==> src/rtl/tlc5957_tx.sv <==
// tlc5957_tx: SCLK/SIN/LAT serial transmitter for TLC5957 FC writes and grayscale frames.
module tlc5957_tx #(
  parameter int DIV = 2,
  parameter int GS_BITS = 9,
  parameter int LEDS = 16,
  parameter int GAP = 10
) (
  input  logic                        clk,
  input  logic                        rst_n,
  input  logic [47:0]                 fc_data,
  input  logic                        fc_valid,
  output logic                        fc_ready,
  input  logic [LEDS*3*GS_BITS-1:0]   gs_data,
  input  logic                        gs_valid,
  output logic                        gs_ready,
  output logic                        busy,
  output logic                        done,
  output logic                        SCLK,
  output logic                        SIN,
  output logic                        LAT
);
  localparam int CH = LEDS * 3;
  localparam int NB = CH * GS_BITS;
  localparam int CW = $clog2(NB + 1);
  localparam int PW = DIV > 1 ? $clog2(DIV) : 1;
  localparam int GW = GAP > 1 ? $clog2(GAP) : 1;
  localparam int HW = $clog2(CH);
  typedef enum logic [1:0] {IDLE, FC_SHIFT, GS_SHIFT, GAP_WAIT} state_t;
  state_t        state;
  logic [PW-1:0] phase;
  logic [CW-1:0] cnt;
  logic [HW-1:0] ch;
  logic [GW-1:0] gcnt;
  logic [NB-1:0] sr, gs_sr;
  logic          tick, fall, last, lat_nx;
  assign tick     = phase == PW'(DIV - 1);
  assign fall     = tick & SCLK;
  assign fc_ready = state == IDLE;
  assign gs_ready = state == IDLE;
  assign last     = cnt == (state == FC_SHIFT ? CW'(48) : CW'(NB));
  assign lat_nx   = state == FC_SHIFT ? (cnt < CW'(15) || cnt >= CW'(43))
                                      : (ch == '0 || (cnt >= CW'(NB - CH) && ch < HW'(3)));
  // Transpose the frame so the shift register MSB is bit b=GS_BITS-1 of the top channel.
  for (genvar b = 0; b < GS_BITS; b++) begin : g_b
    for (genvar c = 0; c < CH; c++) begin : g_c
      assign gs_sr[b*CH+c] = gs_data[c*GS_BITS+b];
    end
  end
  always_ff @(posedge clk or negedge rst_n)
    if (!rst_n) begin
      state <= IDLE;
      phase <= '0;
      cnt   <= '0;
      ch    <= '0;
      gcnt  <= '0;
      sr    <= '0;
      SCLK  <= 1'b0;
      SIN   <= 1'b0;
      LAT   <= 1'b0;
      busy  <= 1'b0;
      done  <= 1'b0;
    end else begin
      phase <= tick ? '0 : phase + 1'b1;
      SCLK  <= SCLK ^ tick;
      done  <= 1'b0;
      case (state)
        IDLE: begin
          busy <= fc_valid | gs_valid;
          if (fc_valid | gs_valid) begin
            state <= fc_valid ? FC_SHIFT : GS_SHIFT;
            sr    <= fc_valid ? NB'(fc_data) << (NB - 48) : gs_sr;
            cnt   <= '0;
            ch    <= HW'(CH - 1);
          end
        end
        FC_SHIFT, GS_SHIFT: if (fall) begin
          if (last) begin
            state <= GAP_WAIT;
            SIN   <= 1'b0;
            LAT   <= 1'b0;
            gcnt  <= '0;
          end else begin
            SIN <= sr[NB-1];
            LAT <= lat_nx;
            sr  <= sr << 1;
            cnt <= cnt + 1'b1;
            ch  <= ch == '0 ? HW'(CH - 1) : ch - 1'b1;
          end
        end
        default: if (fall) begin
          state <= gcnt == GW'(GAP - 1) ? IDLE : GAP_WAIT;
          done  <= gcnt == GW'(GAP - 1);
          gcnt  <= gcnt + 1'b1;
        end
      endcase
    end
endmodule

==> config.mk <==
export PLATFORM = sky130hd
export DESIGN_NAME = tlc5957_tx
export DESIGN_NICKNAME = d
export VERILOG_FILES = /design/src/rtl/tlc5957_tx.sv
export SDC_FILE = /design/constraint.sdc
export NUM_CORES = 1
export LEC_CHECK = 0
export BUFFER_PORTS_ARGS = -buffer_cell sky130_fd_sc_hd__buf_4
export CORE_MARGIN = 2
export CORE_UTILIZATION = 50
export DETAILED_ROUTE_END_ITERATION = 8
export PLACE_DENSITY = 0.75
export SYNTH_ARGS = -nofsm -noshare
export SYNTH_HDL_FRONTEND = slang
export SYNTH_SLANG_ARGS = --single-unit
==> constraint.sdc <==
create_clock -name clk -period 4.3 [get_ports clk]
set_input_delay 0.86 -clock clk [delete_from_list [all_inputs] [get_ports clk]]
set_output_delay 0.86 -clock clk [all_outputs]
set_load 0.02 [all_outputs]
# Yosys cells after proc, flatten, opt, wreduce, memory -nomap -nowiden
# Cells that the tools add are included.
[word_totals] register_bits=459 input_bits=484 word_cells=76
[classes] n_addsub=4 n_lt_le_gt_ge=4 eq_ne=8 mux=32 bitwise_logic=4 reduce_logical=13
[op_table] cell="432-bit 2-to-1 mux" n=4
[op_table] cell="432-bit case mux with 2 select lines" n=1
[op_table] cell="9-bit 2-to-1 mux" n=4
[op_table] cell="6-bit 2-to-1 mux" n=4
[op_table] cell="9-bit case mux with 2 select lines" n=1
[op_table] cell="2-bit 2-to-1 mux" n=6
[op_table] cell="4-bit 2-to-1 mux" n=3
[op_table] cell="6-bit case mux with 2 select lines" n=1
[op_table] cell="9-bit by 1-bit adder with 9-bit output, second input constant" n=1
[op_table] cell="9-bit == test" n=1
[op_table] cell="9-bit by 6-bit greater-or-equal comparator with 1-bit output, second input constant" n=1
[op_table] cell="9-bit greater-or-equal comparator, second input constant" n=1
[op_table] cell="9-bit by 4-bit < comparator with 1-bit output, second input constant" n=1
[op_table] cell="4-bit case mux with 2 select lines" n=1
[op_table] cell="4-bit AND reduction" n=2
[op_table] cell="6-bit zero test" n=1
[op_table] cell="6-bit by 2-bit < comparator with 1-bit output, second input constant" n=1
[op_table] cell="1-bit 2-to-1 mux" n=6
[op_table] cell="2-bit inequality test, second input constant" n=3
[op_table] cell="6-bit by 1-bit subtractor with 6-bit output, second input constant" n=1
[op_table] cell="4-bit by 1-bit adder with 4-bit output, second input constant" n=1
[op_table] cell="4-bit == test, second input constant" n=1
[op_table] cell="2-bit case mux with 2 select lines" n=1
[op_table] cell="2-bit nonzero test" n=2
[op_table] cell="15 further kinds" n=16

# Longest topological paths before layout
[logic_depth] ltp_word=6 ltp_mapped=11

# Least setup slack after synthesis
# OpenSTA, ideal clock, no wires.
[synth_timing] kind="input -> register" start="input port fc_valid" end="register sr[309]" arrival_ps=2246 required_ps=4173 slack_ps=1927 stages=9 path_buffers=4 cell_sequence="buf_2 or3b_2 nand3_1 o21ai_1 buf_4 buf_4 buf_2 nor2_1 nor2_1"
[synth_between] elab_chain_len=3 word_cells_on_any_way=6 classes_between="eq/ne (1); mux (3); bitwise (1); reduce/logical (1)"
[synth_rtl] element="start, declared" line_no="11" text="input logic fc_valid,"
[synth_rtl] element="1-bit OR / 432-bit 2-to-1 mux (equally long branches)" line_no="69, 71"
[synth_rtl] element="2-bit by 1-bit inequality test with 1-bit output (no line) / 432-bit 2-to-1 mux (equally long branches)"
[synth_rtl] element="4-bit AND reduction (no line) / 432-bit case mux with 2 select lines (equally long branches)"
[synth_rtl] element="end signal, assigned" line_no="71" text="sr <= fc_valid ? NB'(fc_data) << (NB - 48) : gs_sr;"
[synth_rtl] element="end signal, assigned" line_no="85" text="sr <= sr << 1;"
[synth_rtl] element="end, declared" line_no="34" text="logic [NB-1:0] sr, gs_sr;"
# Parallel ways exist; a longest one is shown, timed or not. The select of a mux whose other input is x is not followed.
# A chain may end at the register's enable or synchronous reset.

# Final worst setup path
[layout_timing] start="register state[0]" end="register sr[4]"
[layout_between] elab_chain_len=5 word_cells_on_any_way=12 classes_between="eq/ne (6); mux (2); reduce/logical (4)"
[layout_rtl] element="start, declared" line_no="29" text="state_t state;"
[layout_rtl] element="start signal, assigned" line_no="70" text="state <= fc_valid ? FC_SHIFT : GS_SHIFT;"
[layout_rtl] element="start signal, assigned" line_no="91" text="state <= gcnt == GW'(GAP - 1) ? IDLE : GAP_WAIT;"
[layout_rtl] element="2-bit by 1-bit == test with 1-bit output" line_no="40, 66"
[layout_rtl] element="9-bit 2-to-1 mux" line_no="40" text="assign last = cnt == (state == FC_SHIFT ? CW'(48) : CW'(NB));"
[layout_rtl] element="9-bit == test" line_no="40"
[layout_rtl] element="2-bit inequality test (no line)"
[layout_rtl] element="4-bit AND reduction (no line)"
# Parallel ways exist; a longest one is shown, timed or not.

==> flow_metrics.py <==
metrics = {
    "status": {
        "status": "finished clean",
    },
    "finish": {
        "layout-drive-gt1-share_pct": 23.3,
        "register_area_mm2": 0.0115,
        "area_growth_pct": 25.4,
        "final_common_cell": "nor2_1",
        "stdcell_count": 3136,
        "layout_common_cells": "nor2_1 (825), buf_4 (500), dfrtp_1 (459)",
        "nFillCells": 3356,
        "multiInputGateArea_mm2": 0.00845,
        "layout.nets": 3051,
        "final_util_pct": 63.1,
    },
    "synthesis": {
        "synth_ff_type": "dfrtp_1",
        "syn_nets": 2688,
        "synth_cell_type_count": 46,
        "ys_seq_area_share_pct": 54.6,
        "async_reset_ff_share_pct": 100,
        "ys_ff_latch": 459,
        "synth_area_mm2": 0.0210,
        "avgSynthCellArea_um2": 9.59,
        "synthCells": 2192,
        "synth_edf_count": 0,
        "yosys_warnings": 0,
    },
    "clock_tree": {
        "clockRootBuffer": "clkbuf_16",
        "cts_setup_buffers": 0,
        "clock-sinks": 459,
        "cts_tree": "yes",
        "clk_pin_slew_worst_paths_ns": 0.06,
        "cts_made_buffers": 48,
        "postCtsResizedCells": 0,
        "cts_hold_buffers": 0,
        "cts-htree-levels": 2,
        "clock_latency_ns": 0.57,
        "cts_buffer_depth": 3,
    },
    "route": {
        "wl_mm": 57.3,
        "firstDrtPassIters": 5,
        "via_per_inst": 5.87,
        "drt-initial-drc-count": 2004,
        "drc": 0,
        "postRouteAntennaNets": 0,
        "wl_per_cell_um": 18.3,
        "routed-via-count": 18400,
    },
    "global_route": {
        "first_global_vias": 17600,
        "grt_max_degree": 182,
        "track_usage_pct": 25.6,
        "grt_overflow": 0,
        "antenna_found_initial": 7,
        "grt_pass1_wl_mm": 91.4,
    },
    "sta": {
        "rsz0062_at_grt": "false",
        "max_freq_mhz": 321,
        "setup_viol": 0,
        "tightest_slew_ns": 0.941,
        "fin_setup_tns_ns": 0,
        "hold_viol": 0,
        "fin_skew_ns": 0.0177,
        "relSlewSlack_pct": 37.3,
        "period_needed_ns": 3.12,
        "drv_slew": 0,
        "period_share_pct": 72.5,
    },
    "power": {
        "power_leakage_nw": 10.9,
        "pwr_density_cell_mw_per_mm2": 582,
        "ir_drop_v": 0.000361,
    },
    "floorplan": {
        "start_util_pct": 50.3,
        "die_area_mm2": 0.0437,
        "io_pins": 491,
        "fp.dieW_um": 209,
        "coreArea_mm2": 0.0418,
        "fp.dieH_um": 209,
        "num_rows": 75,
    },
    "placed_design": {
        "portBuffers": 490,
        "hpwl_mm": 36.8,
        "place.gp.congestion": 0.832,
        "dp.cells": 3044,
    },
    "critical_path": {
        "crit_required_ns": 4.73,
        "crit_fanout": 180,
        "endpoint_kind": "flip-flop",
        "worstSetupEndpoint": "sr[4]$_DFFE_PN0P_",
        "worstPathArrival_ns": 3.54,
        "rr_endpoint": "sr[4]$_DFFE_PN0P_",
        "startpoint": "state[0]$_DFFE_PN0P_",
        "startpoint_type": "flip-flop",
        "r2r-start": "state[0]$_DFFE_PN0P_",
        "rrSetupSlack_ns": 1.18,
        "critical_path_class": "flip-flop to flip-flop",
        "r2r_cells": 8,
    },
    "job": {
        "drv_cap": 0,
    },
    "min_path": {
        "hold_path.class": "primary input to async pin",
    },
}
==> area by class of cell <==
cell class	instances	area share (%)
flip-flops and latches	459	43.6
multi-input cells	1519	32.1
repair buffers	516	15.4
clock buffers	71	5.46
well taps	539	2.56
clock inverters	16	0.693
inverters	11	0.157
diodes	5	0.0475
==> through the flow <==
stage	hold WS, ns	setup slack, ns	instance area, µm²	power, mW
floorplan	0.398	1.93	21000	9.80
global placement	0.410	1.25	24700	10.9
global route	0.320	0.939	26400	16.4
CTS	0.300	1.24	26300	15.4
detailed placement	0.425	1.22	24700	11.1
finish	0.278	1.18	26400	15.4
==> metal layers <==
metal | wire, µm | vias up | GRT usage (%)
met4 | 1820 | 4 | 9.38
li1 | - | 8602 | -
met5 | 34 | - | 0
met3 | 4440 | 111 | 6.16
met1 | 23700 | 9049 | 35.1
met2 | 27200 | 645 | 39.8
==> cell families after synthesis <==
group	Yosys count	share of synthesized area, %
flip-flops	459	54.6
buffers and inverters	214	5.35
XOR/XNOR	2	0.0833
multiplexers	51	2.44
AND/OR/NAND/NOR	931	17.1
adder cells (fa/ha/maj)	12	0.714
AO/OA/AOI/OAI	523	19.6
==> worst min path at each step <==
stage,to,slack (ns),cells after the start
6_report,sr[155]$_DFFE_PN0P_,0.28,1
5_1_grt,sr[155]$_DFFE_PN0P_,0.32,1
4_1_cts,sr[155]$_DFFE_PN0P_,0.30,1
3_5_place_dp,phase$_DFF_PN0_,0.43,1
3_3_place_gp,phase$_DFF_PN0_,0.41,1
2_1_floorplan,phase$_DFF_PN0_,0.40,1
==> sequential cells by signal (all words and copies together), names as in the netlist, 2 cells and up <==
name / count
ch: 6
cnt: 9
gcnt: 4
sr: 432
state: 2
==> synth_stat cells (all sizes together), types with 4 or more instances <==
library cell / n / area share (%)
ha: 12 / 0.71
clkbuf: 99 / 1.8
a21oi: 60 / 1.4
a221oi: 382 / 16
nor2: 826 / 15
buf: 104 / 3.4
nand2: 70 / 1.2
a31oi: 5 / 0.15
nand2b: 4 / 0.12
mux2i: 49 / 2.3
inv: 11 / 0.20
nand3: 6 / 0.14
o21ai: 57 / 1.4
nor3: 9 / 0.21
dfrtp: 459 / 55
o31ai: 5 / 0.18
==> critical path: stages, from the launching register on <==
cell	delay, ns
dfrtp_1	0.43
inv_1	0.10
ha_4	0.67
nand2_1	0.26
a21oi_1	0.32
a21oi_4	0.16
buf_12	0.28
a221oi_1	0.63
nor2_1	0.10
==> power breakdown <==
part / total [mW] / switching, mW / internal (mW) / leakage, nW
Sequential: 6.78 / 0.919 / 5.86 / 4.78
Clock: 4.24 / 1.69 / 2.55 / 0.808
Combinational: 4.33 / 2.77 / 1.56 / 5.28
Total: 15.4 / 5.38 / 9.97 / 10.9
Note: power is estimated with default switching activity, not from simulation.
